<file path="config.mk">
export PLATFORM = sky130hd
export DESIGN_NAME = btn_debounce_rpt_flat
export DESIGN_NICKNAME = d
export VERILOG_FILES = /design/src/rtl/btn_pkg.sv /design/src/rtl/btn_debounce_rpt_if.sv /design/src/rtl/btn_chan.sv /design/src/rtl/btn_debounce_rpt.sv /design/src/flat_wrapper.sv
export SDC_FILE = /design/constraint.sdc
export NUM_CORES = 1
export LEC_CHECK = 0
export BUFFER_PORTS_ARGS = -buffer_cell sky130_fd_sc_hd__buf_2
export CAP_MARGIN = 10
export CORE_ASPECT_RATIO = 2
export CORE_MARGIN = 1.5
export CORE_UTILIZATION = 55
export DETAILED_ROUTE_END_ITERATION = 10
export PLACE_DENSITY_LB_ADDON = 0.3
export SLEW_MARGIN = 40
export SYNTH_ARGS = -nofsm -noshare
export SYNTH_HDL_FRONTEND = slang
export SYNTH_SLANG_ARGS = --single-unit
</file>
<file path="constraint.sdc">
create_clock -name clk -period 6.9 [get_ports clk]
set_input_delay 1.38 -clock clk [delete_from_list [all_inputs] [get_ports clk]]
set_output_delay 1.38 -clock clk [all_outputs]
set_load 0.005 [all_outputs]
</file>
<file path="src/rtl/btn_pkg.sv">
// Shared state encoding and elaboration-time sizing helpers for the
// push-button conditioner.
package btn_pkg;

  typedef enum logic [1:0] {
    RELEASED    = 2'd0,
    PRESS_CHK   = 2'd1,
    PRESSED     = 2'd2,
    RELEASE_CHK = 2'd3
  } btn_state_e;

  // Ceiling log2; returns the number of bits needed to hold values 0..v-1.
  function automatic int clog2_f(input longint v);
    int     r;
    longint p;
    r = 0;
    p = 1;
    while (p < v) begin
      p = p << 1;
      r++;
    end
    return r;
  endfunction

  function automatic int max3_f(input int a, input int b, input int c);
    int m;
    m = a;
    if (b > m) m = b;
    if (c > m) m = c;
    return m;
  endfunction

endpackage

</file>
<file path="src/rtl/btn_debounce_rpt_if.sv">
// Button bus: raw levels and repeat enables in, conditioned levels/strobes out.
// Strobes are single-cycle pulses with no ready; the consumer must sample every cycle.
interface btn_debounce_rpt_if #(
  parameter int NCH = 4
);
  logic [NCH-1:0]      btn_raw;
  logic [NCH-1:0]      rpt_en;
  logic [NCH-1:0]      level;
  logic [NCH-1:0]      press;
  logic [NCH-1:0]      release_stb;
  logic [NCH-1:0]      repeat_stb;
  logic [NCH-1:0]      fire;
  logic [NCH-1:0][1:0] state;

  modport master (
    output btn_raw, rpt_en,
    input  level, press, release_stb, repeat_stb, fire, state
  );

  modport slave (
    input  btn_raw, rpt_en,
    output level, press, release_stb, repeat_stb, fire, state
  );
endinterface

</file>
<file path="src/rtl/btn_chan.sv">
// One button channel: 2-FF synchronizer, debounce FSM and auto-repeat counter.
// All outputs are registered; nothing depends combinationally on btn_raw_i.
module btn_chan
  import btn_pkg::*;
#(
  parameter int DEBOUNCE_TICKS = 1000000,
  parameter int REPEAT_DELAY   = 25000000,
  parameter int REPEAT_PERIOD  = 5000000,
  parameter int CNT_W          = 25
) (
  input  logic       clk,
  input  logic       reset,
  input  logic       btn_raw_i,
  input  logic       rpt_en_i,
  output logic       level_o,
  output logic       press_o,
  output logic       release_o,
  output logic       repeat_o,
  output btn_state_e state_o
);

  localparam logic [CNT_W-1:0] DB_LAST = CNT_W'(DEBOUNCE_TICKS - 1);
  localparam logic [CNT_W-1:0] RD_LAST = CNT_W'(REPEAT_DELAY - 1);
  localparam logic [CNT_W-1:0] RP_LAST = CNT_W'(REPEAT_PERIOD - 1);

  logic [1:0]       sync_q;
  btn_state_e       state_q, state_d;
  logic [CNT_W-1:0] dcnt_q, dcnt_d;
  logic [CNT_W-1:0] rcnt_q, rcnt_d;
  logic             first_q, first_d;
  logic             level_q, level_d;
  logic             press_q, press_d;
  logic             release_q, release_d;
  logic             repeat_q, repeat_d;
  logic             s;

  assign s = sync_q[1];

  always_ff @(posedge clk or negedge reset) begin
    if (!reset) begin
      sync_q    <= 2'b00;
      state_q   <= RELEASED;
      dcnt_q    <= '0;
      rcnt_q    <= '0;
      first_q   <= 1'b1;
      level_q   <= 1'b0;
      press_q   <= 1'b0;
      release_q <= 1'b0;
      repeat_q  <= 1'b0;
    end else begin
      sync_q    <= {sync_q[0], btn_raw_i};
      state_q   <= state_d;
      dcnt_q    <= dcnt_d;
      rcnt_q    <= rcnt_d;
      first_q   <= first_d;
      level_q   <= level_d;
      press_q   <= press_d;
      release_q <= release_d;
      repeat_q  <= repeat_d;
    end
  end

  // The repeat counter defaults to cleared in first-repeat phase, so any cycle
  // that is not "held in PRESSED with repeat enabled" restarts the delay.
  always_comb begin
    state_d   = state_q;
    dcnt_d    = dcnt_q;
    rcnt_d    = '0;
    first_d   = 1'b1;
    level_d   = level_q;
    press_d   = 1'b0;
    release_d = 1'b0;
    repeat_d  = 1'b0;
    case (state_q)
      RELEASED: begin
        if (s) begin
          state_d = PRESS_CHK;
          dcnt_d  = '0;
        end
      end
      PRESS_CHK: begin
        if (!s) begin
          state_d = RELEASED;
        end else if (dcnt_q == DB_LAST) begin
          state_d = PRESSED;
          level_d = 1'b1;
          press_d = 1'b1;
        end else begin
          dcnt_d = dcnt_q + 1'b1;
        end
      end
      PRESSED: begin
        if (!s) begin
          state_d = RELEASE_CHK;
          dcnt_d  = '0;
        end else if (rpt_en_i) begin
          first_d = first_q;
          if (rcnt_q == (first_q ? RD_LAST : RP_LAST)) begin
            repeat_d = 1'b1;
            first_d  = 1'b0;
          end else begin
            rcnt_d = rcnt_q + 1'b1;
          end
        end
      end
      RELEASE_CHK: begin
        if (s) begin
          state_d = PRESSED;
        end else if (dcnt_q == DB_LAST) begin
          state_d   = RELEASED;
          level_d   = 1'b0;
          release_d = 1'b1;
        end else begin
          dcnt_d = dcnt_q + 1'b1;
        end
      end
      default: state_d = RELEASED;
    endcase
  end

  assign level_o   = level_q;
  assign press_o   = press_q;
  assign release_o = release_q;
  assign repeat_o  = repeat_q;
  assign state_o   = state_q;

endmodule

</file>
<file path="src/rtl/btn_debounce_rpt.sv">
// N-channel push-button conditioner: one btn_chan per button, fire = press | repeat.
// fire is an OR of registered strobes, so it adds no latency.
module btn_debounce_rpt
  import btn_pkg::*;
#(
  parameter int NCH            = 4,
  parameter int DEBOUNCE_TICKS = 1000000,
  parameter int REPEAT_DELAY   = 25000000,
  parameter int REPEAT_PERIOD  = 5000000
) (
  input logic               clk,
  input logic               reset,
  btn_debounce_rpt_if.slave btn_if
);

  localparam int CNT_W =
    clog2_f(longint'(max3_f(DEBOUNCE_TICKS, REPEAT_DELAY, REPEAT_PERIOD)) + 64'd1);

  logic [NCH-1:0] level_v;
  logic [NCH-1:0] press_v;
  logic [NCH-1:0] release_v;
  logic [NCH-1:0] repeat_v;
  btn_state_e     state_v [NCH];

  for (genvar i = 0; i < NCH; i++) begin : g_chan
    btn_chan #(
      .DEBOUNCE_TICKS(DEBOUNCE_TICKS),
      .REPEAT_DELAY  (REPEAT_DELAY),
      .REPEAT_PERIOD (REPEAT_PERIOD),
      .CNT_W         (CNT_W)
    ) u_chan (
      .clk      (clk),
      .reset    (reset),
      .btn_raw_i(btn_if.btn_raw[i]),
      .rpt_en_i (btn_if.rpt_en[i]),
      .level_o  (level_v[i]),
      .press_o  (press_v[i]),
      .release_o(release_v[i]),
      .repeat_o (repeat_v[i]),
      .state_o  (state_v[i])
    );
    assign btn_if.state[i] = state_v[i];
  end

  assign btn_if.level       = level_v;
  assign btn_if.press       = press_v;
  assign btn_if.release_stb = release_v;
  assign btn_if.repeat_stb  = repeat_v;
  assign btn_if.fire        = press_v | repeat_v;

endmodule

</file>
<file path="src/flat_wrapper.sv">
// flat-port wrapper written by rule: the top's interface ports become plain ports
module btn_debounce_rpt_flat import btn_pkg::*;
#(
  parameter int NCH            = 4,
  parameter int DEBOUNCE_TICKS = 1000000,
  parameter int REPEAT_DELAY   = 25000000,
  parameter int REPEAT_PERIOD  = 5000000
)
  (clk, reset, btn_if_btn_raw, btn_if_rpt_en, btn_if_level, btn_if_press, btn_if_release_stb, btn_if_repeat_stb, btn_if_fire, btn_if_state);
  btn_debounce_rpt_if #(.NCH(NCH)) btn_if_i ();
  input logic clk;
  input logic reset;
  input wire logic [$bits(btn_if_i.btn_raw)-1:0] btn_if_btn_raw;
  input wire logic [$bits(btn_if_i.rpt_en)-1:0] btn_if_rpt_en;
  output wire logic [$bits(btn_if_i.level)-1:0] btn_if_level;
  output wire logic [$bits(btn_if_i.press)-1:0] btn_if_press;
  output wire logic [$bits(btn_if_i.release_stb)-1:0] btn_if_release_stb;
  output wire logic [$bits(btn_if_i.repeat_stb)-1:0] btn_if_repeat_stb;
  output wire logic [$bits(btn_if_i.fire)-1:0] btn_if_fire;
  output wire logic [$bits(btn_if_i.state)-1:0] btn_if_state;
  assign btn_if_i.btn_raw = btn_if_btn_raw;
  assign btn_if_i.rpt_en = btn_if_rpt_en;
  assign btn_if_level = btn_if_i.level;
  assign btn_if_press = btn_if_i.press;
  assign btn_if_release_stb = btn_if_i.release_stb;
  assign btn_if_repeat_stb = btn_if_i.repeat_stb;
  assign btn_if_fire = btn_if_i.fire;
  assign btn_if_state = btn_if_i.state;
  btn_debounce_rpt #(.NCH(NCH), .DEBOUNCE_TICKS(DEBOUNCE_TICKS), .REPEAT_DELAY(REPEAT_DELAY), .REPEAT_PERIOD(REPEAT_PERIOD)) u_core (.clk(clk), .reset(reset), .btn_if(btn_if_i));
endmodule
</file>
* Word-level counts from Yosys, hierarchy flattened
Index checks and enable logic that the tools add are counted.
** Storage, ports and cells
- Output and inout bits :: 28
- Register bits :: 236
- Input bits :: 10
- Logic and storage cells :: 265
** Cells by class
- Reductions and logical operators :: 20
- Bitwise gates (word level) :: 1
- Muxes and demuxes :: 144
- Equality and inequality tests :: 56
- $add $sub $neg :: 8
** Operators with widths (count)
- 2-to-1 mux 25 bit :: 40
- case mux 25 bit (4 select lines) :: 4
- adder 25 x 1 -> 25 bit (second input constant) :: 8
- == test 25 x 20 -> 1 bit (second input constant) :: 4
- == test 25 bit :: 4
- 2-to-1 mux 1 bit :: 68
- 2-to-1 mux 2 bit :: 24
- != test 2 bit (second input constant) :: 24
- case mux 2 bit (4 select lines) :: 4
- AND reduction 4 bit :: 8
- != test 3 bit (second input constant) :: 8
- AND reduction 5 bit :: 4
- == test 2 bit (second input constant) :: 8
- != test 4 bit (second input constant) :: 4
- == test 2 x 1 -> 1 bit (second input constant) :: 4
- zero test 2 bit :: 4
- case mux 1 bit (2 select lines) :: 4
- nonzero test 2 bit :: 4
- OR 4 bit :: 1

* Logic depth before layout (Yosys ltp)
- Depth after elaboration :: 6
- Gate-level depth with buffers :: 8
- Depth with buffers taken out :: 6

* Modules after synthesis
From an unflattened synthesis, not the netlist that was laid out.
** Unflattened totals
- Cell total of the unflattened synthesis :: 1320
- Area, all modules :: 12482.0 um2
** By module, submodules not included
- btn_chan at u_core.g_chan[0].u_chan ... :: cells each 326, times used 3, area an instance 3106.7 um2, seq. area each 1477.7 um2
- btn_chan at u_core.g_chan[3].u_chan :: cells each 338, times used 1, area an instance 3136.8 um2, seq. area each 1477.7 um2
- btn_debounce_rpt :: cells each 4, times used 1, area an instance 25.0 um2, seq. area each 0.0 um2

* Least setup slack after synthesis
No wires, ideal clock.
- Path kind :: in2reg
- Start point :: input port btn_if_rpt_en[2]
- End point :: register u_core.g_chan[2].u_chan.rcnt_q[16]
- Stages on the path :: 5
- Slack :: 4.635 ns
- Setup time :: 0.132 ns
- Data required time :: 6.768 ns
- Buffers on the path :: 2
- Arrival time :: 2.133 ns
- Cells stage by stage :: nand4_1 > nand2b_1 > clkbuf_1 > clkbuf_1 > nor2_1
** On the way
- Longest elaborated chain between the ends :: 3
** Ends and longest elaborated chain
- start: declaration :: RTL line flat_wrapper.sv:14 : input wire logic [$bits(btn_if_i.rpt_en)-1:0] btn_if_rpt_en;
- 2-to-1 mux 25 bit :: RTL line btn_chan.sv:96 : end else if (rpt_en_i) begin
- 2-to-1 mux 25 bit :: RTL line btn_chan.sv:93 : if (!s) begin
- 2-to-1 mux 25 bit :: RTL line btn_chan.sv:74 : case (state_q)
- via u_core.g_chan[2].u_chan.rcnt_d[16] :: RTL line btn_chan.sv:29 : logic [CNT_W-1:0] rcnt_q, rcnt_d;
- end signal: assignment :: RTL line btn_chan.sv:54 : rcnt_q <= rcnt_d;
- end: declaration :: RTL line btn_chan.sv:29
The timed path passes the listed nets, and every way through them passes these cells.
A chain may end at the register's enable or synchronous reset.

* Worst setup path in the final report
- Start point :: register u_core.g_chan[0].u_chan.state_q[0]
- End point :: output port btn_if_state[0]
** RTL lines
- start: declaration :: RTL line btn_chan.sv:27 : btn_state_e state_q, state_d;
- start signal: assignment :: RTL line btn_chan.sv:52 : state_q <= state_d;
- end: declaration :: RTL line flat_wrapper.sv:20 : output wire logic [$bits(btn_if_i.state)-1:0] btn_if_state;
No word-level cell between the ends.

==> results.toml <==
[synth]
synth_seq_area_share_pct = 47.6
avgSynthCellArea_um2 = 9.28
yosysTopAreaCellShare_pct = 46.8
yosys.area.top_type = "dfrtp_1"
synthTopCellsByArea = "dfrtp_1 47%, nor2_1 4.7%, nand2_1 4.4%"
synthFlopType = "dfrtp_1"
yosys_warnings = 0
synthArstFlopShare_pct = 100
synth_area_um2 = 12400
synth_edf_count = 0
ys_ff_latch = 236
syn_inst = 1338
yosysUniqueCellTypes = 71
synth_fp_nets = 1356

[global_route]
grt_pass1_vias = 9952
grt.met1_usage_pct = 26.1
grt_max_degree = 115
antenna_found_initial = 0
grtUsageTotal_pct = 23.6
grt_overflow = 0
gr-max-usage-layer = "met2"
use_met3_pct = 2.72
grt_use_met2_pct = 44.7
grt_pass1_wl_um = 45800

[drt]
first_pass_iters = 5
postRouteAntennaNets = 0
wire_per_inst_um = 16.6
drcViolationCount = 0
viasPerCell = 6.12
drt_iter0_drc = 474
wirelength_um = 27000
dr_total_vias = 9914

[worst_setup_path]
startpoint = "u_core.g_chan[0].u_chan.state_o[0]$_DFFE_PN0P_"
critPathArrivalTime_ns = 1.63
rrSetupSlack_ns = 4.30
worstRegToRegCells = 5
cpPeakStageDelay_ns = 0.82
critPathLaunchType = "register"
worstSetupPathType = "reg2out"
slowest_stage = "dfrtp_1"
path_delay_family = "flip-flops"
endpoint_kind = "primary output"
crit_chain = "buf_2"
cp_num_buf_inv = 1
r2r_end = "u_core.g_chan[1].u_chan.dcnt_q[3]$_DFFE_PN0P_"
cp.required_ns = 5.52
cp_max_fo = 21
reg2reg_from = "u_core.g_chan[1].u_chan.dcnt_q[15]$_DFFE_PN0P_"

[sta]
period_needed_ns = 3.01
finalHoldViolations = 0
rsz0062_at_grt = "no"
hold_slack_ns = 0.352
fin_crit_sh_pct = 43.7
fin_skew_ns = 0.0136
timing.setup.tns_ns = 0
slew_violations = 0
setup_violations = 0
slew-limit-headroom_pct = 48.1
worstMarginPinSlew_ns = 0.768
finalWorstSetupSlack_ns = 3.89
max_freq_mhz = 332

[floorplanning]
chipHeight_um = 215
design.core.area_um2 = 22200
pin_count = 38
initial_utilization_pct = 56.0
dieWidth_um = 109
dieArea_um2 = 23500
rows = 77

[cells_and_area]
fillerInstances = 1852
finish.utilization_pct = 61.0
drive_above_1_share_pct = 9.52
area_delta_synth_final_pct = 8.86
final_nets = 1347
final_common_cell = "dfrtp_1"
antennaDiodeCount = 0
layout_common_cells = "231 x dfrtp_1, 156 x nor2_1, 144 x nand2_1"

[worst_hold_path]
hold_path.class = "reg2reg"
hold-path-endpoint = "u_core.g_chan[1].u_chan.sync_q[1]$_DFF_PN0_"
hold_path_depth = 0
min_from = "u_core.g_chan[1].u_chan.sync_q[0]$_DFF_PN0_"

[placed_design]
routabilityCongestion = 0.832
io_buffers = 37
dp_hpwl_um = 18100
dpl_worst_slack_ns = 4.06

[clock_network]
cts.sinks = 236
hold_buffers = 0
root_buffer = "clkbuf_16"
post_cts_resized = 0
cts_tree = "yes"
path_clk_slew_ns = 0.07
clock_path_buffers = 3
post_cts_buffers = 0
clock_latency_ns = 0.52
h-tree-depth = 1
cts_buffers = 22

[pwr]
power.density_nw_per_um2 = 211
ir_drop_uv = 196
p_leak_nw = 5.43

[outcome]
status = "finished clean"

[job]
cap_violations = 0
## final cells by class
| class | instances | area [µm²] | share of cell area (%) |
|---|---|---|---|
| clock buffers | 27 | 601 | 4.44 |
| inverters | 32 | 120 | 0.889 |
| multi-input cells | 988 | 6040 | 44.7 |
| flip-flops and latches | 236 | 5910 | 43.8 |
| clock inverters | 13 | 178 | 1.31 |
| well taps | 276 | 345 | 2.56 |
| repair buffers | 49 | 320 | 2.37 |
## synthesized netlist by cell type, drive strengths merged (20+ instances only)
cell type,n
a22o,23
or4,20
xnor2,54
clkbuf,52
nand3,88
nor2,157
and3,26
a21oi,26
buf,30
inv,32
nand4,53
xor2,54
nor4,43
dfrtp,232
o21ai,63
nand2,144
nor3,35
## per-stage QoR
stage	instances	total power [W]	instance area [µm²]
3_5_place_dp	1580	0.00157	12700
5_1_grt	1621	0.00295	13500
6_report	1621	0.00285	13500
4_1_cts	1620	0.00288	13500
2_1_floorplan	1338	0.00151	12400
3_3_place_gp	1578	0.00156	12600
## worst max-delay path by stage
stage	endpoint	depth (start not counted)	slack [ns]
after floorplan	u_core.g_chan[2].u_chan.rcnt_q[16]$_DFF_PN0_	5	4.63
after global placement	u_core.g_chan[1].u_chan.dcnt_q[0]$_DFFE_PN0P_	2	3.93
after detailed placement	u_core.g_chan[0].u_chan.rcnt_q[24]$_DFF_PN0_	2	4.06
after CTS	btn_if_state[6]	1	3.86
after global routing	btn_if_state[0]	1	3.84
final	btn_if_state[0]	1	3.89
## where the power goes
part / internal [W] / leakage (nW) / switching [W]
registers: 0.00140 / 3.25 / 0.0000352
logic: 0.0000347 / 1.82 / 0.0000714
clock network: 0.000773 / 0.367 / 0.000532
total: 0.00221 / 5.43 / 0.000639
## state kept, by name, indices dropped and copies added, names as in the netlist, named ones only
name / count
u_core.g_chan.u_chan.release_o: 4
u_core.g_chan.u_chan.sync_q: 8
u_core.g_chan.u_chan.press_o: 4
u_core.g_chan.u_chan.repeat_o: 4
u_core.g_chan.u_chan.state_o: 4
u_core.g_chan.u_chan.level_o: 4
u_core.g_chan.u_chan.rcnt_q: 100
u_core.g_chan.u_chan.dcnt_q: 100
u_core.g_chan.u_chan.first_q: 4
## cells by family (layout without fill, tap and decap cells)
family                   after synthesis  in the layout  share of synthesized area (%)
AND/OR/NAND/NOR                      661            661                           27.7
AO/OA/AOI/OAI                        193            193                           10.5
adder cells (fa/ha/maj)                8              8                          0.806
flip-flops                           236            236                           47.6
buffers and inverters                114            121                           4.29
XOR/XNOR                             108            108                           7.62
multiplexers                          18             18                           1.48
## layer usage
| metal | share of wire [%] | wire length [µm] |
|---|---|---|
| met5 | 0 | 0 |
| met4 | 2.5 | 669 |
| met3 | 2.9 | 788 |
| met2 | 56 | 15100 |
| met1 | 39 | 10400 |
(Power assumes the default switching activity.)
